==> src/rtl/mem_init_pkg.sv <==
// Shared definitions for the data-memory initiator: default sizes, FSM state
// encoding and request-rejection causes.
package mem_init_pkg;

    localparam int ADDR_W_DEF  = 6;
    localparam int DATA_W_DEF  = 32;
    localparam int MAX_LEN_DEF = 4;

    localparam logic [2:0] S_IDLE     = 3'd0;
    localparam logic [2:0] S_WR       = 3'd1;
    localparam logic [2:0] S_RD_ISSUE = 3'd2;
    localparam logic [2:0] S_RD_WAIT  = 3'd3;
    localparam logic [2:0] S_RESP     = 3'd4;
    localparam logic [2:0] S_ERR      = 3'd5;

    typedef enum logic [1:0] {
        CAUSE_NONE,
        CAUSE_ALIGN,
        CAUSE_WR_BURST,
        CAUSE_OVERRUN
    } err_cause_e;

endpackage

==> src/rtl/mem_req_check.sv <==
// Request qualifier: byte-to-word address conversion and the acceptance checks
// (alignment, store burst, read overrun past the top word), in priority order.
module mem_req_check
    import mem_init_pkg::*;
#(
    parameter int ADDR_W = ADDR_W_DEF,
    parameter int LEN_W  = 2
) (
    input  logic              req_write_i,
    input  logic [ADDR_W+1:0] byte_addr_i,
    input  logic [LEN_W-1:0]  len_i,
    output logic [ADDR_W-1:0] word_addr_o,
    output logic              err_o
);

    localparam int MEM_TOP = 2**ADDR_W - 1;

    logic [ADDR_W:0] end_addr;
    err_cause_e      cause;

    assign word_addr_o = byte_addr_i[ADDR_W+1:2];
    // One extra bit so a burst running past the top word is seen, not wrapped.
    assign end_addr    = {1'b0, word_addr_o} + {{(ADDR_W+1-LEN_W){1'b0}}, len_i};

    always_comb begin
        cause = CAUSE_NONE;
        if (byte_addr_i[1:0] != 2'b00) begin
            cause = CAUSE_ALIGN;
        end else if (req_write_i && (len_i != '0)) begin
            cause = CAUSE_WR_BURST;
        end else if (!req_write_i && (end_addr > (ADDR_W+1)'(MEM_TOP))) begin
            cause = CAUSE_OVERRUN;
        end
    end

    assign err_o = (cause != CAUSE_NONE);

endmodule

==> src/rtl/mem_initiator.sv <==
// Requester-side controller for the word-addressed data memory: accepts
// load/store requests, sequences read bursts and returns one response per word.
module mem_initiator
    import mem_init_pkg::*;
#(
    parameter int ADDR_W  = ADDR_W_DEF,
    parameter int DATA_W  = DATA_W_DEF,
    parameter int MAX_LEN = MAX_LEN_DEF
) (
    input  logic                       clk,
    input  logic                       rst_n,
    input  logic                       req_valid,
    output logic                       req_ready,
    input  logic                       req_write,
    input  logic [ADDR_W+1:0]          req_addr,
    input  logic [$clog2(MAX_LEN)-1:0] req_len,
    input  logic [DATA_W-1:0]          req_wdata,
    output logic                       resp_valid,
    input  logic                       resp_ready,
    output logic [DATA_W-1:0]          resp_rdata,
    output logic                       resp_last,
    output logic                       resp_err,
    output logic [ADDR_W-1:0]          mem_address,
    output logic [DATA_W-1:0]          mem_writeData,
    output logic                       mem_memwrite,
    output logic                       mem_memread,
    input  logic [DATA_W-1:0]          mem_out32
);

    localparam int LEN_W = $clog2(MAX_LEN);

    logic [2:0]        state_q, state_d;
    logic [LEN_W-1:0]  beat_q, beat_d;
    logic [LEN_W-1:0]  len_q, len_d;
    logic [ADDR_W-1:0] base_q, base_d;
    logic [ADDR_W-1:0] mem_address_q, mem_address_d;
    logic [DATA_W-1:0] mem_wdata_q, mem_wdata_d;
    logic [DATA_W-1:0] resp_rdata_q, resp_rdata_d;
    logic              resp_last_q, resp_last_d;
    logic              resp_err_q, resp_err_d;

    logic              req_fire;
    logic [ADDR_W-1:0] word_addr;
    logic              req_err;

    mem_req_check #(
        .ADDR_W (ADDR_W),
        .LEN_W  (LEN_W)
    ) u_check (
        .req_write_i (req_write),
        .byte_addr_i (req_addr),
        .len_i       (req_len),
        .word_addr_o (word_addr),
        .err_o       (req_err)
    );

    assign req_ready = (state_q == S_IDLE);
    assign req_fire  = req_valid && req_ready;

    always_comb begin
        // NOTE: every next-state signal takes its held value first so no path through the case leaves one unassigned (which would infer a latch).
        state_d       = state_q;
        beat_d        = beat_q;
        len_d         = len_q;
        base_d        = base_q;
        mem_address_d = mem_address_q;
        mem_wdata_d   = mem_wdata_q;
        resp_rdata_d  = resp_rdata_q;
        resp_last_d   = resp_last_q;
        resp_err_d    = resp_err_q;

        case (state_q)
            S_IDLE: begin
                if (req_fire) begin
                    beat_d = '0;
                    len_d  = req_len;
                    base_d = word_addr;
                    if (req_err) begin
                        // Rejected requests leave the memory-side outputs untouched.
                        state_d      = S_ERR;
                        resp_rdata_d = '0;
                        resp_last_d  = 1'b1;
                        resp_err_d   = 1'b1;
                    end else if (req_write) begin
                        state_d       = S_WR;
                        mem_address_d = word_addr;
                        mem_wdata_d   = req_wdata;
                    end else begin
                        state_d       = S_RD_ISSUE;
                        mem_address_d = word_addr;
                    end
                end
            end
            S_WR: begin
                state_d      = S_RESP;
                resp_rdata_d = '0;
                resp_last_d  = 1'b1;
                resp_err_d   = 1'b0;
            end
            S_RD_ISSUE: begin
                state_d = S_RD_WAIT;
            end
            S_RD_WAIT: begin
                state_d      = S_RESP;
                resp_rdata_d = mem_out32;
                resp_last_d  = (beat_q == len_q);
                resp_err_d   = 1'b0;
            end
            S_RESP: begin
                if (resp_ready) begin
                    if (resp_last_q) begin
                        state_d = S_IDLE;
                    end else begin
                        state_d       = S_RD_ISSUE;
                        beat_d        = beat_q + LEN_W'(1);
                        mem_address_d = base_q + ADDR_W'(beat_q + LEN_W'(1));
                    end
                end
            end
            S_ERR: begin
                if (resp_ready) begin
                    state_d = S_IDLE;
                end
            end
            default: begin
                state_d = S_IDLE;
            end
        endcase
    end

    always_ff @(posedge clk or negedge rst_n) begin
        if (!rst_n) begin
            state_q       <= S_IDLE;
            beat_q        <= '0;
            len_q         <= '0;
            base_q        <= '0;
            mem_address_q <= '0;
            mem_wdata_q   <= '0;
            resp_rdata_q  <= '0;
            resp_last_q   <= 1'b0;
            resp_err_q    <= 1'b0;
        end else begin
            // NOTE: non-blocking assignments so every register samples the pre-edge values, independent of statement order.
            state_q       <= state_d;
            beat_q        <= beat_d;
            len_q         <= len_d;
            base_q        <= base_d;
            mem_address_q <= mem_address_d;
            mem_wdata_q   <= mem_wdata_d;
            resp_rdata_q  <= resp_rdata_d;
            resp_last_q   <= resp_last_d;
            resp_err_q    <= resp_err_d;
        end
    end

    // Strobes and resp_valid decode straight from state so reset drops them at once.
    assign mem_memwrite  = (state_q == S_WR);
    assign mem_memread   = (state_q == S_RD_ISSUE);
    assign resp_valid    = (state_q == S_RESP) || (state_q == S_ERR);
    assign mem_address   = mem_address_q;
    assign mem_writeData = mem_wdata_q;
    assign resp_rdata    = resp_rdata_q;
    assign resp_last     = resp_last_q;
    assign resp_err      = resp_err_q;

endmodule

==> config.mk <==
export PLATFORM = sky130hd
export DESIGN_NAME = mem_initiator
export DESIGN_NICKNAME = d
export VERILOG_FILES = /design/src/rtl/mem_init_pkg.sv /design/src/rtl/mem_req_check.sv /design/src/rtl/mem_initiator.sv
export SDC_FILE = /design/constraint.sdc
export NUM_CORES = 1
export LEC_CHECK = 0
export CORE_MARGIN = 5
export CORE_UTILIZATION = 40
export CTS_CLUSTER_SIZE = 14
export DETAILED_ROUTE_END_ITERATION = 8
export GPL_TIMING_DRIVEN = 0
export HOLD_SLACK_MARGIN = 0.15
export PLACE_DENSITY = 0.77
export SYNTH_ARGS = -nofsm -noshare
export SYNTH_HDL_FRONTEND = slang
export SYNTH_SLANG_ARGS = --single-unit
==> constraint.sdc <==
create_clock -name clk -period 4.3 [get_ports clk]
set_clock_uncertainty 0.05 [all_clocks]
set_input_delay 1.29 -clock clk [delete_from_list [all_inputs] [get_ports clk]]
set_output_delay 1.29 -clock clk [all_outputs]
set_load 0.05 [all_outputs]
Yosys cells after proc, flatten, opt, wreduce, memory -nomap -nowiden
Cells that the tools add are included.
{"block": "word_totals", "input_bits": 79, "regBits": 85, "output_inout_bits": 76}
{"block": "op_classes", "n_bitwise": 1, "n_lt_le_gt_ge": 1, "n_eq_ne": 12, "n_mux": 26, "add_sub_neg": 4, "n_reduce_logical": 20}
{"operator": "$pmux W32 S3", "n": 1}
{"operator": "$mux W32", "n": 2}
{"operator": "$mux W6", "n": 4}
{"operator": "$mux W2", "n": 8}
{"operator": "$pmux W3 S5", "n": 1}
{"operator": "$mux W3", "n": 4}
{"operator": "$pmux W6 S2", "n": 1}
{"operator": "$reduce_bool A2 Y1", "n": 5}
{"operator": "$reduce_and A3 Y1", "n": 3}
{"operator": "$ne A2 B2 Y1 const B", "n": 4}
{"operator": "$reduce_and A4 Y1", "n": 2}
{"operator": "$add A6 B2 Y7", "n": 1}
{"operator": "$gt A7 B6 Y1 const B", "n": 1}
{"operator": "$add A6 B3 Y6", "n": 1}
{"operator": "$eq A3 B2 Y1 const B", "n": 2}
{"operator": "$eq A3 B3 Y1 const B", "n": 2}
{"operator": "$reduce_and A5 Y1", "n": 1}
{"operator": "$ne A2 B1 Y1 const B", "n": 2}
{"operator": "$pmux W2 S2", "n": 1}
{"operator": "$add A2 B1 Y3 const B", "n": 1}
{"operator": "$eq A3 B1 Y1 const B", "n": 1}
{"operator": "$logic_and A1 B1 Y1", "n": 3}
{"operator": "$logic_not A3 Y1", "n": 1}
{"operator": "$pmux W1 S3", "n": 1}
{"operator": "other kinds (10)", "n": 11}

Longest topological paths before layout
{"block": "logic_depth", "word_depth": 10, "mapped_depth": 9, "mapped_depth_nobuf": 9}

Modules after synthesis
From an unflattened synthesis, not the netlist that was laid out.
{"block": "hier_totals", "hier_cells": 265, "area_unflattened_um2": 3709.8}
{"mod": "mem_initiator", "seq_area_each_um2": 2127.0, "instances": 1, "cells_each": 252, "area_per_inst_um2": 3603.5}
{"mod": "mem_req_check", "seq_area_each_um2": 0.0, "instances": 1, "cells_each": 13, "area_per_inst_um2": 106.4}

Worst setup path after synthesis
OpenSTA, ideal clock, no wires.
{"block": "synth_timing", "kind": "reg2out", "startpoint": "register state_q[2]", "endpoint": "output port req_ready", "path_buffers": 1, "stages_incl_launch_ff": 3, "slack_ns": 1.254, "t_arrival_ns": 1.706, "cell_sequence": "dfrtp_1 > buf_4 > nor3_1"}
{"block": "synth_via", "elab_chain_len": 1}
{"item": "start: declaration", "line_no": "mem_initiator.sv:32", "source": "logic [2:0] state_q, state_d;"}
{"item": "start signal: assignment", "line_no": "mem_initiator.sv:144", "source": "state_q <= state_d;"}
{"item": "$logic_not A3 Y1", "line_no": "mem_initiator.sv:57", "source": "assign req_ready = (state_q == S_IDLE);"}
{"item": "end: declaration", "line_no": "mem_initiator.sv:13", "source": "output logic req_ready,"}
Every way passes these cells.

Worst setup path after layout
{"block": "layout_timing", "startpoint": "register state_q[2]", "endpoint": "output port mem_memread"}
{"block": "layout_via", "elab_chain_len": 1}
{"item": "$eq A3 B2 Y1", "line_no": "mem_initiator.sv:158", "source": "assign mem_memread = (state_q == S_RD_ISSUE);"}
{"item": "end: declaration", "line_no": "mem_initiator.sv:26", "source": "output logic mem_memread,"}
Every way passes these cells.

==> metrics <==
Core ar.=8678 µm²; reg-to-reg endpoint=mem_writeData[20]$_DFFE_PN0P_; detailed placer's ending HPWL=6926 µm; post-synthesis cell area=3537 µm²; Max Cap Viol=0; CTS Sinks=85; post-DR wirelength/cell=16.62 µm; # diodes=0; Die ar.=10,820 µm²; leading area contributor after synthesis=dfrtp_1; worst-margin pin slew=542.4 ps; fin area=5488 µm²; Via Count=2,649; Sum Neg Setup Slack=0 ps; CTS buffer count=9; Worst path depth=3; Hold Path Origin=mem_address[3]$_DFFE_PN0P_; critical path's slowest cell=clkdlybuf4s50_1; Critical Path AT=2160 ps; CP Launch Type=register; syn_nets=342; antenna violations before repair=0; WHS Endpoint=mem_address[3]$_DFFE_PN0P_; Setup Viol. Count Final=0; post-CTS sizing=0; Synth area leaders=dfrtp_1, mux2_2, a22o_1; Syn Inst Count=258; reg-to-reg slack, setup=2380 ps; Worst VDD drop=0.0003418 V; status=complete, no violations; max incr delay on CP=890 ps; largest net degree at the start of global routing=50; f_max=286.1 MHz; top cell type's share of synthesized area=60.13%; drt total wl=8924 µm; Worst Path Required=2960 ps; I/O pin cnt=155; Final Max Slew Viols=0; r2r startpoint=state_q[0]$_DFFE_PN0P_; gpl congestion=0.8449; WP buf/inv=2; RSZ-0062 raised after global routing=no; Static Leakage=2.418 nW; Reg clk slew, reported paths=80 ps; TritonCTS clock tree=yes; Hold Fails Final Rpt=0; Congestion Overflow GR=0; syn_area_per_cell=13.71 µm²; crit-path cells=buf_4 > nor3_1 > clkdlybuf4s50_1; Post-CTS Setup Bufs=0; Worst Reg-to-Reg Cells=7; Slew Limit Headroom=63.73%; port bufs=154; H-tree depth=3; Iter 0 DRT Violations=56; # nets final=508; overall routing resource usage=16.90%; Initial DRT Pass Iterations=4; flops & latches, synth=85; Die H=104.0 µm; PwrDens=674.6 nW/µm²; crit path time final=3495 ps; Clock Latency Late Sink=340 ps; register area share after synthesis=60.13%; Critical Path Sink Type=primary output; dpl cell area=5239 µm²; Vias/cell=4.933; ANT nets after route=0; drt drc=0; fraction of layout instances using a drive strength above 1=17.48%; Die Wd=104.0 µm; Max Root-Sink Buffers=2; clk root buf=clkbuf_8; number of global-route vias before repair=2,902; fillcell total=680; Final Cycle Share=81.28%; Starting Density=40.76%; Yosys warning count=0; Crit path max-delay family=buffers and inverters; Cell Rows=34; hold depth=2; Fin Hold WS=436.3 ps; area delta synth->final=55.15%; Hold-fix buffers, CTS=0; first-pass GRT wire length=14,990 µm; worst hold path class=register to register; Setup CP Type=register to primary output; synth unique cells=37; CP Max Fanout=10
-- worst max-delay path by stage --
stage,start,end,slack [ps]
floorplan,state_q[2]$_DFFE_PN0P_,req_ready,1250
global placement,rst_n,mem_writeData[12]$_DFFE_PN0P_,-1090
detailed placement,req_len[0],mem_writeData[2]$_DFFE_PN0P_,650
CTS,state_q[2]$_DFFE_PN0P_,mem_memread,790
global route,state_q[2]$_DFFE_PN0P_,mem_memread,680
finish,state_q[2]$_DFFE_PN0P_,mem_memread,800
-- logic make-up after synthesis --
kind of cell	Yosys count	synth area share [%]
compound gates	58	12.70
simple gates	42	6.226
fa+ha+maj	5	2.193
xor+xnor	6	1.486
flops	85	60.13
buf+inv	20	3.962
mux	42	13.30
-- stage by stage --
step | instances | power, mW | setup WS, ps | utilization (%)
floorplan | 258 | 2.409 | 1254 | -
global placement | 520 | 3.003 | -1089 | 60.08
detailed placement | 521 | 3.050 | 653.4 | 60.37
CTS | 537 | 3.741 | 794.8 | 63.24
global route | 537 | 3.897 | 680.8 | 63.24
finish | 537 | 3.702 | 804.8 | 63.24
-- worst reg2reg max path, delay by kind of cell (launching register included) --
| kind | cells | cell delay (ps) |
|---|---|---|
| simple gates | 4 | 580 |
| mux | 1 | 340 |
| flops | 1 | 460 |
| buf+inv | 2 | 360 |
-- cell type report --
class | count | area, µm² | area share, %
tap | 108 | 135.1 | 2.462
inverter | 6 | 22.52 | 0.4104
clock inverter | 5 | 107.6 | 1.961
timing repair buffer | 155 | 1567 | 28.55
clock buffer | 11 | 141.4 | 2.576
sequential | 85 | 2127 | 38.76
multi-input combinational | 153 | 1270 | 23.14
buffer | 14 | 117.6 | 2.143
-- report_power, final --
| group | leakage (nW) | total (mW) | internal, mW | switching [mW] |
|---|---|---|---|---|
| clock | 0.124 | 0.690 | 0.404 | 0.285 |
| combinational | 1.18 | 1.83 | 0.717 | 1.11 |
| sequential | 1.11 | 1.18 | 1.03 | 0.148 |
-- layer usage --
metal	global-route usage (%)	vias to the layer above	wire, µm
met3	3.911	10	393
met5	0	-	0
met1	21.97	1291	3968
li1	-	1260	-
met4	4.810	0	96
met2	28.23	88	4464
-- sequential cells by signal, summed over array words and instances, names as in the netlist --
name,cells
mem_address,6
state_q,3
resp_err,1
len_q,2
resp_rdata,32
resp_last,1
mem_writeData,32
base_q,6
beat_q,2
-- layout by cell type (no fill, tap or decap), types with 4 or more instances in the layout --
cell type        netlist  final
o21ai_0               13     13
clkdlybuf4s50_1        0    153
mux2_2                39     39
dfrtp_1               85     85
clkbuf_8               0     10
xnor2_1                5      5
nor2_1                15     15
nand2_1               12     12
buf_2                  4      4
buf_6                  7      7
inv_1                  6      6
a22o_1                32     32
-- synth_stat cells (all sizes together) --
cell type   n
a22oi       1
inv         6
nand2      13
clkbuf      1
ha          3
or2         2
a22o       32
a221oi      2
xnor2       5
a21o        1
o2111ai     1
dfrtp      85
nor2b       2
nand4b      1
a21oi       3
nand3       2
and3        1
mux2i       2
mux2       40
and3b       1
o21a        2
o21ai      13
o31ai       2
xor2        1
nor2       16
o211ai      1
nor3        2
buf        13
fa          2
nand2b      2
Power figures use the tool's default switching activity.
